===== src/rtl/arm_pkg.sv =====
// Shared types, default parameters and helpers for the ARM memory stage.
package arm_pkg;

   localparam int          DEF_WAIT_CYCLES = 2;
   localparam logic [31:0] DEF_BASE_ADDR   = 32'd1024;
   localparam int          DEF_SRAM_AW     = 18;

   // Phases of one word access on the 16-bit SRAM.
   typedef enum logic [1:0] {
      ST_IDLE,
      ST_LO,
      ST_HI,
      ST_DONE
   } sram_state_t;

   // Word index of an ARM byte address relative to the SRAM window base.
   function automatic logic [31:0] word_index(input logic [31:0] byte_addr,
                                              input logic [31:0] base);
      return (byte_addr - base) >> 2;
   endfunction

endpackage


===== src/rtl/sram_ctrl.sv =====
// Splits one 32-bit LDR/STR into two half-word SRAM transfers with wait states.
module sram_ctrl
   import arm_pkg::*;
#(
   parameter int          WAIT_CYCLES = DEF_WAIT_CYCLES,
   parameter logic [31:0] BASE_ADDR   = DEF_BASE_ADDR,
   parameter int          SRAM_AW     = DEF_SRAM_AW
) (
   input  logic               clk,
   input  logic               rst,
   input  logic               mem_read_in,
   input  logic               mem_write_in,
   input  logic [31:0]        addr_in,
   input  logic [31:0]        wdata_in,
   output logic               ready,
   output logic               done,
   output logic               is_read,
   output logic [31:0]        rdata,
   output logic [SRAM_AW-1:0] sram_addr,
   output logic [15:0]        sram_wdata,
   input  logic [15:0]        sram_rdata,
   output logic               sram_we_n,
   output logic               sram_oe_n
);

   localparam int            CW   = (WAIT_CYCLES > 1) ? $clog2(WAIT_CYCLES) : 1;
   localparam logic [CW-1:0] LAST = CW'(WAIT_CYCLES - 1);

   sram_state_t        state_q, state_d;
   logic [CW-1:0]      cnt_q, cnt_d;
   logic [SRAM_AW-2:0] wa_q, wa_d;
   logic [31:0]        wval_q, wval_d;
   logic               rd_q, rd_d;
   logic [31:0]        data_q, data_d;
   logic               hi_sel;
   logic               req;

   assign req       = mem_read_in | mem_write_in;
   assign done      = (state_q == ST_DONE);
   assign is_read   = rd_q;
   assign rdata     = data_q;
   assign sram_addr = {wa_q, hi_sel};

   // Next-state, wait counting, bus drive and read-data assembly.
   always_comb begin
      // NOTE: every signal gets a default first so no path leaves it unassigned (no latch).
      state_d    = state_q;
      cnt_d      = cnt_q;
      wa_d       = wa_q;
      wval_d     = wval_q;
      rd_d       = rd_q;
      data_d     = data_q;
      ready      = 1'b0;
      hi_sel     = 1'b0;
      sram_we_n  = 1'b1;
      sram_oe_n  = 1'b1;
      sram_wdata = 16'h0000;
      case (state_q)
         ST_IDLE: begin
            // Ready drops in the same cycle the request shows up so upstream freezes at once.
            ready = ~req;
            if (req) begin
               state_d = ST_LO;
               cnt_d   = '0;
               wa_d    = (SRAM_AW-1)'(word_index(addr_in, BASE_ADDR));
               wval_d  = wdata_in;
               rd_d    = mem_read_in;   // read wins if both are set
            end
         end
         ST_LO: begin
            sram_we_n  = rd_q;
            sram_oe_n  = ~rd_q;
            sram_wdata = wval_q[15:0];
            if (cnt_q == LAST) begin
               if (rd_q) data_d[15:0] = sram_rdata;
               cnt_d   = '0;
               state_d = ST_HI;
            end else begin
               cnt_d = cnt_q + 1'b1;
            end
         end
         ST_HI: begin
            hi_sel     = 1'b1;
            sram_we_n  = rd_q;
            sram_oe_n  = ~rd_q;
            sram_wdata = wval_q[31:16];
            if (cnt_q == LAST) begin
               if (rd_q) data_d[31:16] = sram_rdata;
               cnt_d   = '0;
               state_d = ST_DONE;
            end else begin
               cnt_d = cnt_q + 1'b1;
            end
         end
         ST_DONE: begin
            // The frozen request is still on the inputs here; it is not restarted.
            ready   = 1'b1;
            state_d = ST_IDLE;
         end
         default: state_d = ST_IDLE;
      endcase
   end

   // Controller state; reset aborts any access in flight.
   always_ff @(posedge clk or negedge rst) begin
      if (!rst) begin
         state_q <= ST_IDLE;
         cnt_q   <= '0;
         wa_q    <= '0;
         wval_q  <= '0;
         rd_q    <= 1'b0;
         data_q  <= '0;
      end else begin
         // NOTE: non-blocking assignments so every flop samples pre-edge values.
         state_q <= state_d;
         cnt_q   <= cnt_d;
         wa_q    <= wa_d;
         wval_q  <= wval_d;
         rd_q    <= rd_d;
         data_q  <= data_d;
      end
   end

endmodule


===== src/rtl/mem_stage.sv =====
// ARM MEM stage: SRAM word access controller plus the MEM/WB pipeline register.
module mem_stage
   import arm_pkg::*;
#(
   parameter int          WAIT_CYCLES = DEF_WAIT_CYCLES,
   parameter logic [31:0] BASE_ADDR   = DEF_BASE_ADDR,
   parameter int          SRAM_AW     = DEF_SRAM_AW
) (
   input  logic               clk,
   input  logic               rst,
   input  logic               WB_Enable_in,
   input  logic               mem_read_in,
   input  logic               mem_write_in,
   input  logic [3:0]         RD_in,
   input  logic [31:0]        ALU_result_in,
   input  logic [31:0]        Val_Rm_in,
   output logic               ready,
   output logic               WB_Enable,
   output logic               mem_read,
   output logic [3:0]         RD,
   output logic [31:0]        ALU_result,
   output logic [31:0]        mem_read_data,
   output logic [SRAM_AW-1:0] sram_addr,
   output logic [15:0]        sram_wdata,
   input  logic [15:0]        sram_rdata,
   output logic               sram_we_n,
   output logic               sram_oe_n
);

   logic        ctrl_done;
   logic        ctrl_is_read;
   logic [31:0] ctrl_rdata;

   logic        wb_enable_q, wb_enable_d;
   logic        mem_read_q, mem_read_d;
   logic [3:0]  rd_q, rd_d;
   logic [31:0] alu_result_q, alu_result_d;
   logic [31:0] mem_read_data_q, mem_read_data_d;

   sram_ctrl #(
      .WAIT_CYCLES (WAIT_CYCLES),
      .BASE_ADDR   (BASE_ADDR),
      .SRAM_AW     (SRAM_AW)
   ) u_sram_ctrl (
      .clk          (clk),
      .rst          (rst),
      .mem_read_in  (mem_read_in),
      .mem_write_in (mem_write_in),
      .addr_in      (ALU_result_in),
      .wdata_in     (Val_Rm_in),
      .ready        (ready),
      .done         (ctrl_done),
      .is_read      (ctrl_is_read),
      .rdata        (ctrl_rdata),
      .sram_addr    (sram_addr),
      .sram_wdata   (sram_wdata),
      .sram_rdata   (sram_rdata),
      .sram_we_n    (sram_we_n),
      .sram_oe_n    (sram_oe_n)
   );

   // MEM/WB next value: take the instruction when ready, otherwise insert a bubble.
   always_comb begin
      wb_enable_d     = 1'b0;
      mem_read_d      = 1'b0;
      rd_d            = rd_q;
      alu_result_d    = alu_result_q;
      mem_read_data_d = mem_read_data_q;
      if (ready) begin
         wb_enable_d     = WB_Enable_in;
         mem_read_d      = mem_read_in;
         rd_d            = RD_in;
         alu_result_d    = ALU_result_in;
         mem_read_data_d = (ctrl_done && ctrl_is_read) ? ctrl_rdata : 32'h0;
      end
   end

   // MEM/WB pipeline register.
   always_ff @(posedge clk or negedge rst) begin
      if (!rst) begin
         wb_enable_q     <= 1'b0;
         mem_read_q      <= 1'b0;
         rd_q            <= '0;
         alu_result_q    <= '0;
         mem_read_data_q <= '0;
      end else begin
         wb_enable_q     <= wb_enable_d;
         mem_read_q      <= mem_read_d;
         rd_q            <= rd_d;
         alu_result_q    <= alu_result_d;
         mem_read_data_q <= mem_read_data_d;
      end
   end

   assign WB_Enable     = wb_enable_q;
   assign mem_read      = mem_read_q;
   assign RD            = rd_q;
   assign ALU_result    = alu_result_q;
   assign mem_read_data = mem_read_data_q;

endmodule


===== config.mk =====
export PLATFORM = sky130hd
export DESIGN_NAME = mem_stage
export DESIGN_NICKNAME = d
export VERILOG_FILES = /design/src/rtl/arm_pkg.sv /design/src/rtl/sram_ctrl.sv /design/src/rtl/mem_stage.sv
export SDC_FILE = /design/constraint.sdc
export NUM_CORES = 1
export LEC_CHECK = 0
export ABC_AREA = 1
export CORE_MARGIN = 2
export CORE_UTILIZATION = 47
export CTS_CLUSTER_SIZE = 25
export DETAILED_ROUTE_END_ITERATION = 7
export GPL_TIMING_DRIVEN = 1
export HOLD_SLACK_MARGIN = 0.08
export PLACE_DENSITY_LB_ADDON = 0.15
export SLEW_MARGIN = 20
export SYNTH_ARGS = -nofsm -noshare
export SYNTH_HDL_FRONTEND = slang
export SYNTH_SLANG_ARGS = --single-unit
export TNS_END_PERCENT = 50

===== constraint.sdc =====
create_clock -name clk -period 2.4 [get_ports clk]
set_clock_uncertainty 0.05 [all_clocks]
set_input_delay 0.6 -clock clk [delete_from_list [all_inputs] [get_ports clk]]
set_output_delay 0.6 -clock clk [all_outputs]
set_load 0.01 [all_outputs]

-- After elaboration in Yosys (flattened, before gate mapping)
Index checks and enable logic that the tools add are counted.
- logic and storage cells: 47
- output and inout bits: 107
- flip-flop bits (word level): 155
- mux-type cells: 15
- equality and inequality tests: 6
- reduce and logical (&&, ||, !) cells: 9
- add/subtract/negate cells: 2
- bitwise operators: 3
- operators with widths (kind ; number):
    $mux W32 ; 1
    $pmux W16 S2 ; 1
    $sub A19 B11 Y19 const B ; 1
    $reduce_and A3 Y1 ; 3
    $pmux W2 S4 ; 1
    $mux W1 ; 7
    $mux W2 ; 3
    $ne A2 B1 Y1 const B ; 3
    $eq A2 B2 Y1 const B ; 2
    $pmux W1 S2 ; 2
    $reduce_and A2 Y1 ; 2
    $eq A2 B1 Y1 const B ; 1
    $logic_not A2 Y1 ; 1
    $not A1 Y1 ; 2
    $reduce_bool A2 Y1 ; 1
    $reduce_or A2 Y1 ; 1
    $add A1 B1 Y1 const B ; 1
    $logic_and A1 B1 Y1 ; 1
    $or A1 B1 Y1 ; 1

-- Logic depth before layout (Yosys ltp)
Gate-level depths: netlist (run 1).
- depth in word-level cells: 4
- mapped depth: 10
- depth with buffers taken out: 8

-- Cells and area by module
From an unflattened synthesis (run 1), not the netlist that was laid out.
- cell total of the unflattened synthesis: 748
- area, all modules: 6374.9 um^2
- by module, submodules not included (module ; cells an instance ; times used ; seq. area each (um^2) ; area an instance (um^2)):
    sram_ctrl ; 450 ; 1 ; 2127.0 ; 3686.0
    mem_stage ; 298 ; 1 ; 1751.7 ; 2688.8

-- Worst setup path before layout (run 1)
No wires, ideal clock.
- path type: flip-flop to output port
- start: register u_sram_ctrl.state_q[0]
- end: output sram_wdata[10]
- path slack: 0.370 ns
- data arrival time: 1.380 ns
- buffers on the path: 2
- required time: 1.750 ns
- cell stages (with the launch flop): 7
- cells stage by stage: dfrtp_1 > inv_1 > ha_1 > buf_2 > buf_1 > nand2_1 > a21oi_1
- cells in the longest elaborated chain, start to end: 2
- ends and longest elaborated chain (item ; line ; text):
    start, declared ; sram_ctrl.sv:29 ; sram_state_t state_q, state_d;
    start signal, assigned ; sram_ctrl.sv:115 ; state_q <= state_d;
    $eq A2 B2 Y1 or $eq A2 B1 Y1 (tied branches) ; sram_ctrl.sv:58 ; case (state_q)
    $pmux W16 S2 (*) ; sram_ctrl.sv:58 ;
    end, declared ; mem_stage.sv:24 ; output logic [15:0] sram_wdata,
Mark *: on every way between the ends. The rest lies on a longest branch, timed or not.

-- Worst setup path after layout (run 1)
- start: register u_sram_ctrl.state_q[1]
- end: output sram_wdata[8]
Same word-level chain as after synthesis.

==> metrics.md, run 1 <==
| Metric | Value |
|---|---|
| CTS Buffer Depth | `2` |
| Clock Latency Late Sink | `410 ps` |
| WP buf/inv | `4` |
| Initial DRT Pass Iterations | `5` |
| Final ANT Viol Nets | `0` |
| Final period util | `98.2%` |
| Pleak | `4.39 nW` |
| CP Launch Type | `flop` |
| P&R area growth vs syn | `43.9%` |
| Vias in the first global route | `5284` |
| RSZ-0062 raised after global routing | `yes` |
| Final worst slack | `43.1 ps` |
| Pin count of the biggest net entering global routing | `120` |
| Final wirelength | `15700 um` |
| Max Slew Vio Count | `0` |
| RePlAce Congestion | `0.820` |
| Die Height | `120 um` |
| Worst Tran Pin Value | `743 ps` |
| Ys Warns | `0` |
| Seq cells post-synth | `155` |
| RR Endpoint | `mem_read_data[10]` |
| Max frequency | `0.424 GHz` |
| Commonest cells post-synth | `nand2_1, dfrtp_1, o21ai_0` |
| CP peak stage delay | `390 ps` |
| Seq. cell area | `3880 um2` |
| I/O pin count | `196` |
| Crit Path Max Fanout | `7` |
| Async S/R FF share, synth | `100%` |
| Hold depth | `2` |
| First-pass GRT wire length | `25500 um` |
| Pwr Total | `12.4 mW` |
| Number of cells on the worst reg-to-reg path | `8` |
| Top cell type's share of synthesized area | `61.2%` |
| Post-Syn Area | `6340 um2` |
| Congestion Overflow GR | `0` |
| Share of cells above drive strength 1 | `10.2%` |
| Mapped Cells | `732` |
| DR vias | `5457` |
| GRT Resource Usage Total | `22.6%` |
| CP required | `1750 ps` |
| Reg2Reg Setup Slack | `340 ps` |
| Initial antenna violation count | `0` |
| Die Wd | `120 um` |
| Starting Density | `48.1%` |
| CP delay by family, top | `buffers and inverters` |
| Post-synth net total | `827` |
| Die area | `14400 um2` |
| H-tree levels | `4` |
| Hold WC Path Type | `flop to flop` |
| Vias per cell | `4.87` |
| TritonCTS Buffers | `17` |
| Number of max-cap violations | `0` |
| Nets | `1028` |
| Number of flops mapped to enable cells by yosys | `0` |
| Worst reg2reg startpoint | `u_sram_ctrl.state_q[0]` |
| TritonCTS clock tree | `built` |
| Status | `complete, no violations` |
| Final Non-Filler Cells | `1120` |
| Minimum clock period | `2360 ps` |
| Peak VDD IR | `0.604 mV` |
| Synth area leader | `dfrtp_1` |
| CP Data Arrival Time | `1710 ps` |
| Pwr Density | `1360 nW/um2` |
| Setup Crit Path Kind | `flop to output pin` |
| CP max stage cell | `dfrtp_1` |
| Row cnt | `42` |
| Fillers | `1019` |
| Initial DRC count | `347` |
| Critical path origin | `u_sram_ctrl.state_q[1]` |
| Synth top area cells | `dfrtp_1, nand2_1, o21ai_0, inv_1, a21oi_1` |
| Antenna cells | `0` |
| Worst setup path end | `sram_wdata[8]` |
| Worst slack at placement | `-332 ps` |
| # clock sinks | `155` |
| DRC errors left | `0` |
| Critical Path, Cell by Cell | `inv_2 -> ha_4 -> inv_4 -> buf_4 -> a21oi_1 -> buf_2` |
| Cell depth of the worst setup path | `6` |
| Clk root buf | `clkbuf_16` |
| DP HPWL | `10600 um` |
| Clock transition at path regs | `60 ps` |
| Endpoint type of the worst setup path | `output pin` |
| Most frequent cell after synthesis | `nand2_1` |
| Core Region | `13200 um2` |
| Routed length per instance | `14.0 um` |
| Sequential area share after synthesis | `61.2%` |
| Synth Flop Type | `dfrtp_1` |
| Syn avg cell area | `8.66 um2` |
| Cells after DPL | `1086` |
| Multi-input logic area | `2160 um2` |
| Rel. slew slack | `50.4%` |
| Final Hold Fails | `0` |
| Yosys cell types | `18` |
| Final Setup Violations | `0` |
| PortBufs | `195` |
-- registers in the layout (all words and copies together) (netlist names) --
signal               count
u_sram_ctrl.rdata       32
u_sram_ctrl.wa_q        17
u_sram_ctrl.is_read      1
ALU_result              32
mem_read_data           32
mem_read                 1
WB_Enable                1
u_sram_ctrl.wval_q      32
u_sram_ctrl.cnt_q        1
u_sram_ctrl.state_q      2
RD                       4
-- per-layer routing --
| layer | share of wire (%) | GRT usage [%] |
|---|---|---|
| met3 | 6.0 | 4.80 |
| met5 | 0 | 0 |
| met1 | 42 | 29.6 |
| met2 | 49 | 36.6 |
| met4 | 2.4 | 9.41 |
-- worst min-delay path by stage --
stage                                startpoint                    end
after CTS                        ALU_result[30]         ALU_result[30]
final                            ALU_result[29]         ALU_result[29]
after global placement           ALU_result[23]         ALU_result[23]
after floorplan                             rst          ALU_result[0]
after global routing             ALU_result[31]         ALU_result[31]
after detailed placement  u_sram_ctrl.wval_q[5]  u_sram_ctrl.wval_q[5]
-- layout make-up --
| cell class | count | share of cell area (%) |
|---|---|---|
| clock buffer | 19 | 4.96 |
| clock inverter | 11 | 1.33 |
| inverter | 44 | 1.84 |
| multi-input combinational | 493 | 23.7 |
| sequential | 155 | 42.5 |
| tap | 176 | 2.41 |
| timing repair buffer | 222 | 23.3 |
-- cell usage in the layout, fill, tap and decap left out, drive strengths merged --
| cell type | n |
|---|---|
| a21oi | 18 |
| a31oi | 2 |
| buf | 43 |
| bufinv | 2 |
| clkbuf | 21 |
| clkdlybuf4s50 | 174 |
| clkinv | 3 |
| clkinvlp | 5 |
| dfrtp | 155 |
| dlygate4sd2 | 2 |
| dlygate4sd3 | 1 |
| ha | 6 |
| inv | 45 |
| nand2 | 338 |
| nand3 | 11 |
| nor2 | 16 |
| o21ai | 100 |
| or2 | 2 |
-- tightest hold or removal path: stages, from the launching register on --
cell	delay, ps
dfrtp_1	340
nand2_1	50
nand2_1	60
-- kinds of logic (layout without fill, tap and decap cells) --
| group | Yosys count | in the layout | synth area share, % |
|---|---|---|---|
| AND/OR/NAND/NOR | 367 | 367 | 22.0 |
| flip-flops | 155 | 155 | 61.2 |
| buffers and inverters | 84 | 296 | 6.08 |
| adder cells (fa/ha/maj) | 6 | 6 | 1.18 |
| AO/OA/AOI/OAI | 120 | 120 | 9.57 |
-- timing repair --
| item | 4_1_cts | 5_1_grt |
|---|---|---|
| hold endpoints to repair | 18 | 0 |
| resized for setup | 79 | 14 |
| buffers inserted | 3 | 0 |
| endpoints found under the setup margin | 20 | 79 |
| hold buffers | 1 | 0 |
-- through the flow --
stage | hold slack (ps) | util [%] | TNS, ps | area, um2
after floorplan | 254 | - | 0 | 6340
after global placement | 411 | 64.7 | -11110 | 8530
after detailed placement | 416 | 64.7 | -11930 | 8530
after CTS | 433 | 69.1 | 0 | 9110
after global routing | 451 | 69.2 | -15.4 | 9130
final | 431 | 69.2 | 0 | 9130
-- where the power goes --
part	leakage (nW)	internal [mW]	switching (mW)
sequential	1.95	3.88	0.699
clock	0.269	1.57	1.03
combinational	2.17	2.47	2.77
Power figures use the tool's default switching activity.
==> inputs of run 2 (changes only) <==
--- a/config.mk
+++ b/config.mk
@@ -12,7 +12,7 @@
 export DETAILED_ROUTE_END_ITERATION = 7
 export GPL_TIMING_DRIVEN = 1
 export HOLD_SLACK_MARGIN = 0.08
-export PLACE_DENSITY_LB_ADDON = 0.15
+export PLACE_DENSITY = 0.8
 export SLEW_MARGIN = 20
 export SYNTH_ARGS = -nofsm -noshare
 export SYNTH_HDL_FRONTEND = slang
==> run 2 against run 1 <==
Combinational power is 5.4% higher. Total power is 2.7% higher. Wire length up 0.46%. Non-clock buffer count unchanged. Maximum frequency hardly changed. Sequential share of layout area shrank 0.44 points. Critical endpoint is now sram_wdata[11]. Register-to-register slack got worse by 30 ps. Largest power group unchanged. First-iteration DRC count up 16%. Global-route usage fell by 0.29 points. Design area is 1.1% higher. Critical path type unchanged.
==> metrics.md, run 2 (same netlist as run 1, synthesis figures left out) <==
| Metric | Value |
|---|---|
| Status | `complete, no violations` |
| Antenna cells | `0 (unchanged)` |
| Rel. slew slack | `65.5% (+15 points)` |
| Worst reg2reg startpoint | `u_sram_ctrl.state_q[0]` |
| Initial DRT Pass Iterations | `4 (-1)` |
| RSZ-0062 raised after global routing | `yes` |
| I/O pin count | `196 (unchanged)` |
| Final worst slack | `44.6 ps (+1.47 ps)` |
| Vias per cell | `4.85 (-0.53%)` |
| # clock sinks | `155 (unchanged)` |
| Register share of total power | `35.8% (-1.1 points)` |
| Clock power share | `21.0% (about the same)` |
| DRC errors left | `0 (unchanged)` |
| Reg2Reg Setup Slack | `310 ps (-30 ps)` |
| Hold WC Path Type | `input pin to asynchronous set/reset pin` |
| Initial antenna violation count | `0 (unchanged)` |
| Initial DRC count | `401 (+16%)` |
| CP required | `1750 ps (about the same)` |
| Sw Share | `35.8% (-0.41 points)` |
| Seq. cell area | `3880 um2 (unchanged)` |
| DR vias | `5438 (-0.35%)` |
| Row cnt | `42 (unchanged)` |
| Psw | `4.57 mW (+1.5%)` |
| Cells after DPL | `1087 (+0.092%)` |
| Die Wd | `120 um (unchanged)` |
| Congestion Overflow GR | `0 (unchanged)` |
| Pwr Total | `12.7 mW (+2.7%)` |
| P&R area growth vs syn | `45.5%` |
| Die Height | `120 um (unchanged)` |
| Pleak | `4.43 nW (+0.97%)` |
| Most common cell after layout, fill and taps aside | `nand2_1` |
| Clk root buf | `clkbuf_16` |
| DP HPWL | `10700 um (+1.0%)` |
| Int Pwr | `8.18 mW (+3.4%)` |
| Worst slack at placement | `-328 ps (+4.14 ps)` |
| Minimum clock period | `2360 ps (-1.47 ps)` |
| Pin count of the biggest net entering global routing | `89 (-26%)` |
| Share of cells above drive strength 1 | `11.0% (+0.82 points)` |
| Nets | `1028 (unchanged)` |
| Starting Density | `48.1% (unchanged)` |
| Fillers | `1028 (+0.88%)` |
| TritonCTS Buffers | `17 (unchanged)` |
| CP Data Arrival Time | `1710 ps (about the same)` |
| CP Launch Type | `flop` |
| Final wirelength | `15700 um (+0.46%)` |
| Final ANT Viol Nets | `0 (unchanged)` |
| TritonCTS clock tree | `built` |
| Final Setup Violations | `0 (unchanged)` |
| Final TNS setup | `0 ps (unchanged)` |
| Number of max-cap violations | `0 (unchanged)` |
| Final Hold Fails | `0 (unchanged)` |
| Multi-input logic area | `2180 um2 (+0.87%)` |
| Most frequent cells in the layout | `nand2_1, clkdlybuf4s50_1, dfrtp_1` |
| Clock transition at path regs | `60 ps (about the same)` |
| Setup Crit Path Kind | `flop to output pin` |
| Gate power share | `43.3% (+1.1 points)` |
| First-pass GRT wire length | `25200 um (-0.89%)` |
| Max frequency | `0.425 GHz (about the same)` |
| Endpoint type of the worst setup path | `output pin` |
| Final Non-Filler Cells | `1122 (+0.18%)` |
| Final Hold Slack | `73.8 ps (-357 ps)` |
| Number of cells on the worst reg-to-reg path | `9 (+1)` |
| Die area | `14400 um2 (unchanged)` |
| Routed length per instance | `14.0 um (+0.28%)` |
| RePlAce Congestion | `0.803 (-2.0%)` |
| RR Endpoint | `mem_read_data[10]` |
| GRT Resource Usage Total | `22.3% (-0.29 points)` |
| PortBufs | `195 (unchanged)` |
| Pwr Density | `1380 nW/um2 (+1.6%)` |
| H-tree levels | `4 (unchanged)` |
| Clock Latency Late Sink | `420 ps (about the same)` |
| Final period util | `98.1% (about the same)` |
| Crit Path Max Fanout | `5 (-2)` |
| Max Slew Vio Count | `0 (unchanged)` |
| Vias in the first global route | `5144 (-2.6%)` |
| CTS Buffer Depth | `2 (unchanged)` |
| Peak VDD IR | `0.655 mV (+8.5%)` |
| Core Region | `13200 um2 (unchanged)` |
| Worst Tran Pin Value | `517 ps (-226 ps)` |
==> run 2: metrics by stage <==
stage	util [%]	area, um2
CTS	69.2	9130
global placement	64.9	8570
finish	69.9	9230
floorplan	-	6340
global route	69.9	9230
detailed placement	64.9	8570
==> run 2: repair_timing <==
action / in CTS / in global routing
resized for setup: 80 / 23
gates cloned: 0 / 1
hold buffers: 0 / 0
buffers inserted: 3 / 0
pin swaps: 0 / 2
endpoints found under the setup margin: 20 / 19
==> run 2: area by class of cell <==
class | count | area share [%]
sequential | 155 | 42.0
clock buffer | 23 | 5.29
timing repair buffer | 222 | 23.6
multi-input combinational | 493 | 23.7
clock inverter | 9 | 1.21
inverter | 44 | 1.82
tap | 176 | 2.39
==> run 2: worst max-delay path by stage <==
| stage | from | endpoint | cells after the start |
|---|---|---|---|
| 2_1_floorplan | u_sram_ctrl.state_q[0] | sram_wdata[10] | 6 |
| 3_3_place_gp | mem_write_in | ready | 7 |
| 3_5_place_dp | mem_write_in | ready | 7 |
| 4_1_cts | u_sram_ctrl.state_q[0] | ready | 8 |
| 5_1_grt | u_sram_ctrl.state_q[0] | sram_wdata[2] | 7 |
| 6_report | u_sram_ctrl.state_q[0] | sram_wdata[11] | 7 |
==> run 2: routing by layer <==
| metal | GRT usage (%) | vias to the layer above | share of wire [%] |
|---|---|---|---|
| li1 | - | 2682 | - |
| met1 | 29.8 | 2580 | 44 |
| met2 | 34.9 | 154 | 49 |
| met3 | 4.18 | 22 | 4.8 |
| met4 | 11.1 | 0 | 2.4 |
| met5 | 0 | - | 0 |
==> run 2: critical path, stage by stage (launching register included) <==
cell	delay, ps
dfrtp_1	370
inv_2	70
ha_4	290
inv_4	50
buf_6	120
clkbuf_16	150
a21oi_2	90
buf_2	150
==> run 2: power groups by stage <==
stage / clock, mW / combinational (mW) / sequential (mW)
after detailed placement: 0 / 5.32 / 4.57
after floorplan: 0 / 2.35 / 4.79
after global placement: 0 / 5.19 / 4.54
final: 2.67 / 5.51 / 4.56
after CTS: 2.72 / 5.33 / 4.56
after global routing: 2.86 / 6.08 / 4.71
==> inputs of run 3 (changes only) <==
--- a/config.mk
+++ b/config.mk
@@ -7,12 +7,13 @@
 export LEC_CHECK = 0
 export ABC_AREA = 1
 export CORE_MARGIN = 2
-export CORE_UTILIZATION = 47
+export CORE_UTILIZATION = 44
+export CTS_BUF_LIST = sky130_fd_sc_hd__clkbuf_8
 export CTS_CLUSTER_SIZE = 25
 export DETAILED_ROUTE_END_ITERATION = 7
 export GPL_TIMING_DRIVEN = 1
 export HOLD_SLACK_MARGIN = 0.08
-export PLACE_DENSITY = 0.8
+export PLACE_DENSITY = 0.79
 export SLEW_MARGIN = 20
 export SYNTH_ARGS = -nofsm -noshare
 export SYNTH_HDL_FRONTEND = slang
==> constraint.sdc (replaced) <==
create_clock -name clk -period 2 [get_ports clk]
set_clock_uncertainty 0.05 [all_clocks]
set_input_delay 0.5 -clock clk [delete_from_list [all_inputs] [get_ports clk]]
set_output_delay 0.5 -clock clk [all_outputs]
set_load 0.01 [all_outputs]
==> run 3 against run 2 <==
The run now ends with negative setup slack left. Wire length is 0.24% higher. Non-clock buffer count rose by 7. Total power is 13% higher. Via count shrank 0.20%. Die area is 6.6% higher. Clock-buffer cell count shrank 5. Sequential share of layout area rose by 0.33 points. Utilization fell by 4.5 points. Combinational power up 25%. Critical endpoint is now sram_wdata[12]. Largest power group unchanged.
==> metrics.md, run 3 (same netlist as run 1, synthesis figures left out) <==
| Metric | Value |
|---|---|
| Pin count of the biggest net entering global routing | `119 (+34%)` |
| Fin area | `9150 um2 (-0.79%)` |
| Pwr Density | `1580 nW/um2 (+14%)` |
| Fillers | `1164 (+13%)` |
| Antenna cells | `0 (unchanged)` |
| H-tree levels | `4 (unchanged)` |
| Most frequent cells in the layout | `nand2_1, clkdlybuf4s50_1, dfrtp_1` |
| Placed cell areas | `8650 um2 (+1.0%)` |
| CP Data Arrival Time | `1680 ps (-30 ps)` |
| DRC errors left | `0 (unchanged)` |
| P&R area growth vs syn | `44.3%` |
| CP peak stage delay | `400 ps (+30 ps)` |
| Post-layout util | `65.4% (-4.5 points)` |
| Vias in the first global route | `5134 (-0.19%)` |
| Max frequency | `0.449 GHz` |
| Final Non-Filler Cells | `1133 (+0.98%)` |
| Initial antenna violation count | `0 (unchanged)` |
| Crit Path Max Fanout | `14 (+9)` |
| Rel. slew slack | `71.3% (+5.8 points)` |
| Number of max-cap violations | `0 (unchanged)` |
| RSZ-0062 raised after global routing | `yes` |
| CP required | `1450 ps (-300 ps)` |
| Final Setup Violations | `19 (+19)` |
| Final ANT Viol Nets | `0 (unchanged)` |
| GRT Resource Usage Total | `21.2% (-1.1 points)` |
| Max Slew Vio Count | `0 (unchanged)` |
| CTS Buffer Depth | `2 (unchanged)` |
| TritonCTS clock tree | `built` |
| DR vias | `5427 (-0.20%)` |
| Final TNS setup | `-3680 ps (-3680 ps)` |
| Core Region | `14000 um2 (+6.1%)` |
| Starting Density | `45.3% (-2.7 points)` |
| Status | `finished with violations` |
| Sw Share | `37.7% (+1.9 points)` |
| I/O pin count | `196 (unchanged)` |
| Peak VDD IR | `0.851 mV (+30%)` |
| CP max stage cell | `dfrtp_1` |
| Worst Tran Pin Value | `430 ps (-87.0 ps)` |
| PortBufs | `195 (unchanged)` |
| Clk root buf | `clkbuf_8` |
| CP Launch Type | `flop` |
| Routed length per instance | `13.9 um (-0.73%)` |
| Row cnt | `43 (+2.4%)` |
| Register share of total power | `37.7% (+1.9 points)` |
| Critical Path, Cell by Cell | `inv_2 -> ha_4 -> inv_4 -> buf_12 -> a21oi_2 -> buf_2` |
| Final Hold Fails | `0 (unchanged)` |
| Die area | `15400 um2 (+6.6%)` |
| Most common cell after layout, fill and taps aside | `nand2_1` |
| Nets | `1035 (+0.68%)` |
| Die Height | `124 um (+3.2%)` |
| Share of cells above drive strength 1 | `12.4% (+1.4 points)` |
| Minimum clock period | `2230 ps` |
| Vias per cell | `4.79 (-1.2%)` |
| Pwr Total | `14.4 mW (+13%)` |
| Endpoint type of the worst setup path | `output pin` |
| Pleak | `4.41 nW (-0.57%)` |
| Psw | `5.45 mW (+19%)` |
| # clock sinks | `155 (unchanged)` |
| Clock Latency Late Sink | `440 ps (+20 ps)` |
| Clock power share | `14.8% (-6.2 points)` |
| Die Wd | `124 um (+3.2%)` |
| First-pass GRT wire length | `25000 um (-0.82%)` |
| Clock transition at path regs | `80 ps (+20 ps)` |
| Final period util | `111%` |
| Failing checks | `negative setup slack` |
| Congestion Overflow GR | `0 (unchanged)` |
| Setup Crit Path Kind | `flop to output pin` |
| Final worst slack | `-226 ps (-270 ps)` |
| Cells after DPL | `1097 (+0.92%)` |
| Gate power share | `47.6% (+4.3 points)` |
| Initial DRT Pass Iterations | `4 (unchanged)` |
| DP HPWL | `10700 um (about the same)` |
| Int Pwr | `8.99 mW (+9.9%)` |
| Initial DRC count | `373 (-7.0%)` |
| TritonCTS Buffers | `17 (unchanged)` |
| Hold WC Path Type | `flop to flop` |
| Final wirelength | `15800 um (+0.24%)` |
| RePlAce Congestion | `0.808 (+0.51%)` |
run 3: cell count changes in the layout (fill, tap and decap cells not counted), sizes merged:
cell	change
buf	+9
bufinv	-1
clkbuf	-6
clkdlybuf4s50	-2
clkinvlp	+3
dlygate4sd2	-1
dlygate4sd3	+1
dlymetal6s2s	+1
inv	+3
run 3: what timing repair did:
item / 4_1_cts / 5_1_grt
endpoints found under the hold margin: 38 / 0
buffers inserted: 2 / 1
pin swaps: 10 / 3
hold buffers: 1 / 0
setup endpoints to repair: 20 / 23
resized for setup: 113 / 17
gates cloned: 1 / 0
run 3: power groups by stage:
stage / combinational [mW] / clock (mW) / sequential [mW]
floorplan: 2.82 / 0 / 5.75
finish: 6.87 / 2.13 / 5.44
global route: 7.63 / 2.31 / 5.61
CTS: 6.84 / 2.19 / 5.42
detailed placement: 6.58 / 0 / 5.44
global placement: 6.43 / 0 / 5.41
run 3: metrics by stage:
| step | hold slack, ps | setup WS [ps] |
|---|---|---|
| after floorplan | 154 | 70.5 |
| after global routing | 451 | -308 |
| final | 433 | -226 |
| after detailed placement | 403 | -541 |
| after CTS | 436 | -273 |
| after global placement | 402 | -550 |
run 3: cell type report:
class	count	area, um2	area share (%)
Clock buffer	18	248	2.71
Multi-Input combinational cell	493	2230	24.3
Clock inverter	14	108	1.18
Tap cell	180	225	2.46
Timing Repair Buffer	229	2290	25.1
Sequential cell	155	3880	42.4
Inverter	44	170	1.86
run 3: path summary, 6_finish.rpt:
check / startpoint / to / slack (ps) / cells past startpoint
max: u_sram_ctrl.state_q[0] / sram_wdata[12] / -230 / 6
max reg2reg: u_sram_ctrl.state_q[0] / mem_read_data[30] / 140 / 8
min in group asynchronous: rst / u_sram_ctrl.wval_q[2] / 490 / 2
min: ALU_result[19] / ALU_result[19] / 430 / 2
min reg2reg: ALU_result[19] / ALU_result[19] / 430 / 2
max in group asynchronous: rst / u_sram_ctrl.rdata[31] / 820 / 3
run 3: per-layer routing:
metal	track usage [%]	part of all wire (%)	up-vias	wire (um)
met5	0	0	-	0
met4	9.41	2.5	0	401
met3	4.90	5.9	30	938
met2	34.2	48	171	7540
met1	27.4	44	2530	6890
li1	-	-	2696	-
run 3: critical path, delay by kind of cell (launching register included):
| family | cells | cell delay, ps |
|---|---|---|
| flip-flops | 1 | 400 |
| adder cells (fa/ha/maj) | 1 | 280 |
| AO/OA/AOI/OAI | 1 | 120 |
| buffers and inverters | 4 | 430 |
